===== src/rtl/mem_access_cmd_ctrl.sv =====
// mem_access_cmd_ctrl
//   Host command sequencer sitting between the UART byte receiver/transmitter
//   and the single-port register-file RAM. It parses byte commands, drives
//   the RAM port, returns one response byte per command, aborts stalled
//   partial commands after an inter-byte timeout and range-checks addresses.
//
//   Commands : 'W' 0x57 addr data -> 'K' 0x4B
//              'R' 0x52 addr      -> read data byte
//              any error          -> 'E' 0x45
//   Optional : define MEM_ACCESS_BURST_EN to add 'B' 0x42 addr len, which
//              streams len bytes starting at addr (address wraps modulo DEPTH).
//              Without the macro 0x42 is an unknown opcode.
//
//   Ports
//     clk, rst            clock, synchronous active-high reset
//     rx_data, rx_valid   received byte and its one-cycle strobe
//     tx_data, tx_start   response byte and one-cycle transmit request
//     tx_ready            transmitter idle
//     mem_addr, mem_wdata RAM address / write data (hold between strobes)
//     mem_wr_en, mem_rd_en one-cycle RAM strobes; read data valid next cycle
//     mem_rdata           RAM read data
//     busy                high whenever the sequencer is not idle
//     rx_drop             byte arrived while not accepting bytes
//     timeout             partial command aborted
module mem_access_cmd_ctrl #(
  parameter  int DEPTH       = 256,
  parameter  int TIMEOUT_CYC = 100000,
  localparam int AW          = (DEPTH > 1) ? $clog2(DEPTH) : 1
) (
  input  logic          clk,
  input  logic          rst,
  input  logic [7:0]    rx_data,
  input  logic          rx_valid,
  output logic [7:0]    tx_data,
  output logic          tx_start,
  input  logic          tx_ready,
  output logic [AW-1:0] mem_addr,
  output logic [7:0]    mem_wdata,
  output logic          mem_wr_en,
  output logic          mem_rd_en,
  input  logic [7:0]    mem_rdata,
  output logic          busy,
  output logic          rx_drop,
  output logic          timeout
);

  localparam int CW = $clog2(TIMEOUT_CYC + 1);

  localparam logic [7:0] OP_WR  = 8'h57;
  localparam logic [7:0] OP_RD  = 8'h52;
  localparam logic [7:0] RSP_OK = 8'h4B;
  localparam logic [7:0] RSP_ER = 8'h45;

  typedef enum logic [3:0] {
    IDLE, GET_ADDR, GET_DATA, MEM_WR, MEM_RD, RD_CAP, SEND, SEND_HOLD
`ifdef MEM_ACCESS_BURST_EN
    , GET_LEN, BURST_RD, BURST_CAP, BURST_SEND
`endif
  } state_t;

  state_t        state, state_n;
  logic [7:0]    op_q, op_n;
  logic [AW-1:0] addr_q, addr_n;
  logic [AW-1:0] mem_addr_n;
  logic [7:0]    mem_wdata_n;
  logic [7:0]    tx_data_n;
  logic          hold_q, hold_n;
  logic [CW-1:0] cnt_q;
  logic          waiting, receiving, expired, is_op, addr_bad;

`ifdef MEM_ACCESS_BURST_EN
  localparam logic [7:0] OP_BU = 8'h42;
  logic [7:0] len_q, len_n;

  // Next burst address, wrapping at DEPTH even when DEPTH is not a power of two.
  function automatic logic [AW-1:0] addr_wrap(input logic [AW-1:0] a);
    return (int'(a) == DEPTH - 1) ? '0 : a + AW'(1);
  endfunction
`endif

`ifdef MEM_ACCESS_BURST_EN
  assign waiting = (state == GET_ADDR) || (state == GET_DATA) || (state == GET_LEN);
  assign is_op   = (rx_data == OP_WR) || (rx_data == OP_RD) || (rx_data == OP_BU);
`else
  assign waiting = (state == GET_ADDR) || (state == GET_DATA);
  assign is_op   = (rx_data == OP_WR) || (rx_data == OP_RD);
`endif

  assign receiving = (state == IDLE) || waiting;
  assign expired   = waiting && (cnt_q == CW'(TIMEOUT_CYC - 1));
  assign addr_bad  = {1'b0, rx_data} >= 9'(DEPTH);
  assign busy      = (state != IDLE);
  // A byte landing on the expiry cycle loses to the timeout and is dropped.
  assign rx_drop   = rx_valid && (!receiving || expired);
  assign timeout   = expired;

  always_comb begin
    state_n     = state;
    op_n        = op_q;
    addr_n      = addr_q;
    mem_addr_n  = mem_addr;
    mem_wdata_n = mem_wdata;
    tx_data_n   = tx_data;
    hold_n      = 1'b0;
    mem_wr_en   = 1'b0;
    mem_rd_en   = 1'b0;
    tx_start    = 1'b0;
`ifdef MEM_ACCESS_BURST_EN
    len_n       = len_q;
`endif
    case (state)
      IDLE: begin
        if (rx_valid) begin
          if (is_op) begin
            op_n    = rx_data;
            state_n = GET_ADDR;
          end else begin
            tx_data_n = RSP_ER;
            state_n   = SEND;
          end
        end
      end
      GET_ADDR: begin
        if (expired) begin
          state_n = IDLE;
        end else if (rx_valid) begin
          if (addr_bad) begin
            tx_data_n = RSP_ER;
            state_n   = SEND;
          end else begin
            addr_n = rx_data[AW-1:0];
            if (op_q == OP_WR) begin
              state_n = GET_DATA;
`ifdef MEM_ACCESS_BURST_EN
            end else if (op_q == OP_BU) begin
              state_n = GET_LEN;
`endif
            end else begin
              mem_addr_n = rx_data[AW-1:0];
              state_n    = MEM_RD;
            end
          end
        end
      end
      GET_DATA: begin
        if (expired) begin
          state_n = IDLE;
        end else if (rx_valid) begin
          mem_addr_n  = addr_q;
          mem_wdata_n = rx_data;
          state_n     = MEM_WR;
        end
      end
      MEM_WR: begin
        mem_wr_en = 1'b1;
        tx_data_n = RSP_OK;
        state_n   = SEND;
      end
      MEM_RD: begin
        mem_rd_en = 1'b1;
        state_n   = RD_CAP;
      end
      RD_CAP: begin
        tx_data_n = mem_rdata;
        state_n   = SEND;
      end
      SEND: begin
        if (tx_ready) begin
          tx_start = 1'b1;
          hold_n   = 1'b1;
          state_n  = SEND_HOLD;
        end
      end
      SEND_HOLD: begin
        // First cycle is blind: the transmitter may not have dropped tx_ready yet.
        if (!hold_q && tx_ready) begin
`ifdef MEM_ACCESS_BURST_EN
          if (len_q != 8'd0) begin
            mem_addr_n = addr_wrap(mem_addr);
            state_n    = BURST_RD;
          end else begin
            state_n = IDLE;
          end
`else
          state_n = IDLE;
`endif
        end
      end
`ifdef MEM_ACCESS_BURST_EN
      GET_LEN: begin
        if (expired) begin
          state_n = IDLE;
        end else if (rx_valid) begin
          if (rx_data == 8'd0) begin
            tx_data_n = RSP_ER;
            state_n   = SEND;
          end else begin
            len_n      = rx_data;
            mem_addr_n = addr_q;
            state_n    = BURST_RD;
          end
        end
      end
      BURST_RD: begin
        mem_rd_en = 1'b1;
        state_n   = BURST_CAP;
      end
      BURST_CAP: begin
        tx_data_n = mem_rdata;
        state_n   = BURST_SEND;
      end
      BURST_SEND: begin
        if (tx_ready) begin
          tx_start = 1'b1;
          hold_n   = 1'b1;
          len_n    = len_q - 8'd1;
          state_n  = SEND_HOLD;
        end
      end
`endif
      default: state_n = IDLE;
    endcase
  end

  always_ff @(posedge clk) begin
    if (rst) begin
      state     <= IDLE;
      op_q      <= '0;
      addr_q    <= '0;
      mem_addr  <= '0;
      mem_wdata <= '0;
      tx_data   <= '0;
      hold_q    <= 1'b0;
      cnt_q     <= '0;
`ifdef MEM_ACCESS_BURST_EN
      len_q     <= '0;
`endif
    end else begin
      state     <= state_n;
      op_q      <= op_n;
      addr_q    <= addr_n;
      mem_addr  <= mem_addr_n;
      mem_wdata <= mem_wdata_n;
      tx_data   <= tx_data_n;
      hold_q    <= hold_n;
      // Inter-byte timer: runs only while waiting for a command byte.
      if (!waiting || rx_valid || expired) cnt_q <= '0;
      else                                 cnt_q <= cnt_q + CW'(1);
`ifdef MEM_ACCESS_BURST_EN
      len_q     <= len_n;
`endif
    end
  end

endmodule


===== config.mk =====
export PLATFORM = sky130hd
export DESIGN_NAME = mem_access_cmd_ctrl
export DESIGN_NICKNAME = d
export VERILOG_FILES = /design/src/rtl/mem_access_cmd_ctrl.sv
export SDC_FILE = /design/constraint.sdc
export NUM_CORES = 1
export LEC_CHECK = 0
export CAP_MARGIN = 20
export CORE_MARGIN = 10
export CORE_UTILIZATION = 53
export CTS_BUF_LIST = sky130_fd_sc_hd__clkbuf_8
export DETAILED_ROUTE_END_ITERATION = 12
export HOLD_SLACK_MARGIN = 0.03
export PLACE_DENSITY = 0.86
export SYNTH_ARGS = -nofsm -noshare
export SYNTH_HDL_FRONTEND = slang
export SYNTH_SLANG_ARGS = --single-unit

===== constraint.sdc =====
create_clock -name clk -period 2.3 [get_ports clk]
set_input_delay 0.23 -clock clk [delete_from_list [all_inputs] [get_ports clk]]
set_output_delay 0.23 -clock clk [all_outputs]
set_load 0.1 [all_outputs]

# [Word-level counts from Yosys, hierarchy flattened]
# Index checks and enable logic that the tools add are counted.
[totals] reg_bits=62 latchBits=0 mem_bits_rw=0 rom_bits=0 inputBits=20 out_inout_bits=30 word_cells=79 mem_count=0
[op_classes] n_addsub=1 multipliers=0 n_div=0 n_lt_le_gt_ge=0 eq_ne=22 shifts=0 muxes=23 bitwise_logic=1 reduce_logical=24
[op_table] cell="$mux 8" count=7
[op_table] cell="$mux 4" count=7
[op_table] cell="$pmux 4 s7" count=1
[op_table] cell="$eq 8x7->1 const B" count=3
[op_table] cell="$pmux 8 s3" count=1
[op_table] cell="$ne 2x2->1 const B" count=9
[op_table] cell="$add 17x1->17 const B" count=1
[op_table] cell="$eq 17x17->1 const B" count=1
[op_table] cell="$eq 4x3->1 const B" count=4
[op_table] cell="$pmux 8 s2" count=1
[op_table] cell="$reduce_and 3->1" count=4
[op_table] cell="$eq 4x2->1 const B" count=2
[op_table] cell="$logic_or 1x1->1" count=6
[op_table] cell="$mux 3" count=2
[op_table] cell="$ne 3x3->1 const B" count=2
[op_table] cell="$reduce_and 6->1" count=1
[op_table] cell="$reduce_and 5->1" count=1
[op_table] cell="$eq 4x1->1 const B" count=1
[op_table] cell="$logic_not 4->1" count=1
[op_table] cell="$mux 1" count=4
[op_table] cell="$reduce_bool 4->1" count=1
[op_table] cell="$reduce_or 2->1" count=2
[op_table] cell="$logic_and 1x1->1" count=3
[op_table] cell="$logic_not 1->1" count=3
[op_table] cell="3 further kinds" count=3

# [Longest topological paths before layout]
[depth] depth_word=6 mapped_depth=8 mapped_depth_nobuf=6

# [Worst setup path after synthesis]
# No wires, ideal clock.
[synth_timing] kind="register -> output" startpoint="register cnt_q[0]" endpoint="output timeout" arrival_time_ns=3.185 t_required_ns=2.070 path_slack_ns=-1.115 stages_incl_launch_ff=6 path_buffers=1 cell_sequence="dfxtp_1 -> ha_1 -> and4_4 -> nand4_2 -> buf_2 -> nor3_1"
[synth_via] elab_chain_cells=2
[synth_rtl] item="from (decl)" line_no="68" rtl="logic [CW-1:0] cnt_q;"
[synth_rtl] item="from (signal assigned)" line_no="248" rtl="else cnt_q <= cnt_q + CW'(1);"
[synth_rtl] item="$eq 17x17->1" line_no="90" rtl="assign expired = waiting && (cnt_q == CW'(TIMEOUT_CYC - 1));"
[synth_rtl] item="$logic_and 1x1->1" line_no="90"
[synth_rtl] item="to (decl)" line_no="44" rtl="output logic timeout"
# No other way between the ends.

# [Final worst setup path]
[layout_timing] startpoint="register cnt_q[1]" endpoint="output rx_drop"
[layout_via] elab_chain_cells=4
[layout_rtl] item="$eq 17x17->1" line_no="90"
[layout_rtl] item="$logic_and 1x1->1" line_no="90"
[layout_rtl] item="$logic_or 1x1->1" line_no="94" rtl="assign rx_drop = rx_valid && (!receiving || expired);"
[layout_rtl] item="$logic_and 1x1->1" line_no="94"
[layout_rtl] item="to (decl)" line_no="43" rtl="output logic rx_drop,"
# No other way between the ends.

==> flow_metrics.env <==
export IMPL_status="finished clean"
export IMPL_cts_path_max_buffers=2
export IMPL_yosysMostFrequentCell="dfxtp_1"
export IMPL_synth_common_cells="dfxtp_1, nor2_1, mux2i_1, inv_1"
export IMPL_io_pins=50
export IMPL_ys_types=46
export IMPL_nets=363
export IMPL_power_density_nw_per_um2=1120
export IMPL_synthCells=285
export IMPL_period_minus_slack_ns=2.19
export IMPL_ys_ff_latch=61
export IMPL_insertion_delay_ns=0.34
export IMPL_via_per_inst=5.30
export IMPL_ant_nets=0
export IMPL_nFillCells=375
export IMPL_ys_seq_area_share_pct=46.5
export IMPL_grt_max_degree=47
export IMPL_fin_util_pct=72.9
export IMPL_crit_reg2reg_capture="state[2]"
export IMPL_r2r_slack_ns=0.26
export IMPL_wl_per_cell_um=14.5
export IMPL_coreArea_um2=4750
export IMPL_die_x_um=90.4
export IMPL_r2r_start="cnt_q[1]"
export IMPL_syn_num_nets=306
export IMPL_slew_headroom_pct=56.3
export IMPL_drc_errors=0
export IMPL_gp_congestion=0.847
export IMPL_max_freq_ghz=0.458
export IMPL_clockRootBuffer="clkbuf_8"
export IMPL_maxCapViolCount=0
export IMPL_dp_hpwl_um=4420
export IMPL_final_setup_skew_ns=0.0112
export IMPL_routed_wl_met3_um=397
export IMPL_synthTopCellsByArea="dfxtp_1, mux2i_1, nor2_1"
export IMPL_p_leak_nw=1.42
export IMPL_multi_input_area_um2=1330
export IMPL_synthSimpleGateAreaFrac_pct=23.3
export IMPL_rows=25
export IMPL_setup_violations_final=0
export IMPL_path_class="register to primary output"
export IMPL_ff_latch_area_um2=1220
export IMPL_cts_buffers=9
export IMPL_grt_pass1_vias=2233
export IMPL_rsz0062_at_grt="false"
export IMPL_slew_viol_final=0
export IMPL_grt_overflow=0
export IMPL_met1_length_um=2530
export IMPL_grt_pass1_wl_um=10400
export IMPL_setup_slack_ns=0.115
export IMPL_antenna_found_initial=0
export IMPL_syn_area_um2=2630
export IMPL_hold_path_depth=1
export IMPL_ir_drop_uv=883
export IMPL_synth_area_mux_share_pct=9.90
export IMPL_drtIter0Drc=142
export IMPL_synth_xor_area_share_pct=5.33
export IMPL_synthAdderAreaFrac_pct=0.476
export IMPL_yosys_warnings=0
export IMPL_ff2ff_path_depth=6
export IMPL_yosysTopAreaCellShare_pct=46.5
export IMPL_min_to="cnt_q[0]"
export IMPL_synth_top_family_by_area="simple AND/OR/NAND/NOR gates"
export IMPL_initial_core_util_pct=55.3
export IMPL_routed_wl_um=5990
export IMPL_synth_compound_area_share_pct=10.6
export IMPL_synth_edf_count=0
export IMPL_diodes=0
export IMPL_ys_flop_type="dfxtp_1"
export IMPL_avgSynthCellArea_um2=9.22
export IMPL_dr_max_layer_used="met4"
export IMPL_cp_startpoint="cnt_q[1]"
export IMPL_cts_sinks=61
export IMPL_dieArea_um2=8170
export IMPL_track_usage_pct=15.3
export IMPL_h_tree_depth=3
export IMPL_wl_met2_um=3010
export IMPL_post_cts_buffers=0
export IMPL_hold_path_class="register to register"
export IMPL_clk_pin_slew_ns=0.07
export IMPL_endpoint_kind="primary output"
export IMPL_cp_max_fo=11
export IMPL_cts_tree="done"
export IMPL_hold_viol_final=0
export IMPL_vias=2196
export IMPL_port_buffers=49
export IMPL_area_growth_pct=31.9
export IMPL_drive_gt1_share_pct=20.5
export IMPL_setup_tns_final_ns=0
export IMPL_tightest_slew_ns=0.650
export IMPL_place_ws_ns=0.217
export IMPL_crit_required_ns=2.07
export IMPL_min_period_over_period_pct=95.0
export IMPL_postCtsHoldBufs=0
export IMPL_hold_start="cnt_q[0]"
export IMPL_crit_arrival_ns=1.96
export IMPL_dr_pass1_iters=4
export IMPL_critPathLaunchType="register"
export IMPL_yosysTopAreaCell="dfxtp_1"
export IMPL_die_h_um=90.4
export IMPL_synthArstFlopShare_pct=0
## report_power, final
part           total [W]  leakage [nW]  switching, W  internal (W)
registers        0.00125         0.495     0.0000866       0.00117
clock network    0.00105         0.113      0.000437      0.000614
logic            0.00158         0.808       0.00115      0.000436
## state kept, by name, summed over array words and instances (netlist names)
signal	count
cnt_q	17
state	3
hold_q	1
mem_wdata	8
op_q	8
addr_q	8
tx_data	8
mem_addr	8
## area by class of cell
type                    count  area share [%]
clock buffers               9            3.57
repair buffers             58            15.8
multi-input cells         198            38.5
inverters                  14            1.52
flip-flops and latches     61            35.3
well taps                  67            2.42
clock inverters             7            2.89
## critical path, stage by stage (launching register included)
cell and delay [ns]:
dfxtp_1 0.38, ha_4 0.16, and4_4 0.26, nand4_2 0.12, buf_6 0.18, a21oi_1 0.15, o21a_1 0.18, buf_12 0.18
## cells in the final DEF, fill, tap and decap left out, types with 3 or more instances in the layout
cell type	count
a2111oi_0	3
a211oi_1	11
a21oi_1	10
a22oi_1	3
and3b_1	3
buf_12	5
buf_4	33
clkbuf_8	9
clkdlybuf4s50_1	19
clkinv_4	4
dfxtp_1	60
inv_1	14
mux2i_1	26
nand2_1	11
nand3_1	7
nor2_1	58
nor2b_1	3
nor3_1	6
nor4_1	3
xnor2_1	9
xor2_1	7
## cell families after synthesis
logic type	count (synthesis)
AND/OR/NAND/NOR	117
flip-flops	61
AO/OA/AOI/OAI	38
buffers and inverters	26
multiplexers	26
XOR/XNOR	16
adder cells (fa/ha/maj)	1
## timing repair
item | in CTS | in global routing
gates resized for setup | 2 | 2
pin swaps | 1 | 1
setup endpoints to repair | 1 | 1
## stage by stage
stage                     total power, W  cells  cell area [um2]  hold slack, ns
after detailed placement         0.00285    398             3220           0.452
final                            0.00389    414             3470           0.465
after CTS                        0.00391    414             3450           0.440
after global routing             0.00406    414             3470           0.481
after global placement           0.00284    398             3220           0.434
after floorplan                  0.00247    285             2650           0.374
## metal layers
| metal | vias up | track usage, % |
|---|---|---|
| li1 | 1110 | - |
| met1 | 1023 | 16.6 |
| met2 | 57 | 26.1 |
| met3 | 6 | 6.98 |
| met4 | 0 | 4.77 |
| met5 | - | 0 |
## how the worst max path moves through the flow
stage | depth (start not counted) | slack (ns) | to
6_report | 7 | 0.11 | rx_drop
5_1_grt | 7 | 0.004 | rx_drop
3_5_place_dp | 7 | 0.22 | state[0]
3_3_place_gp | 7 | 0.24 | state[0]
2_1_floorplan | 5 | -0.25 | timeout
4_1_cts | 7 | 0.02 | rx_drop
(Power assumes the default switching activity.)
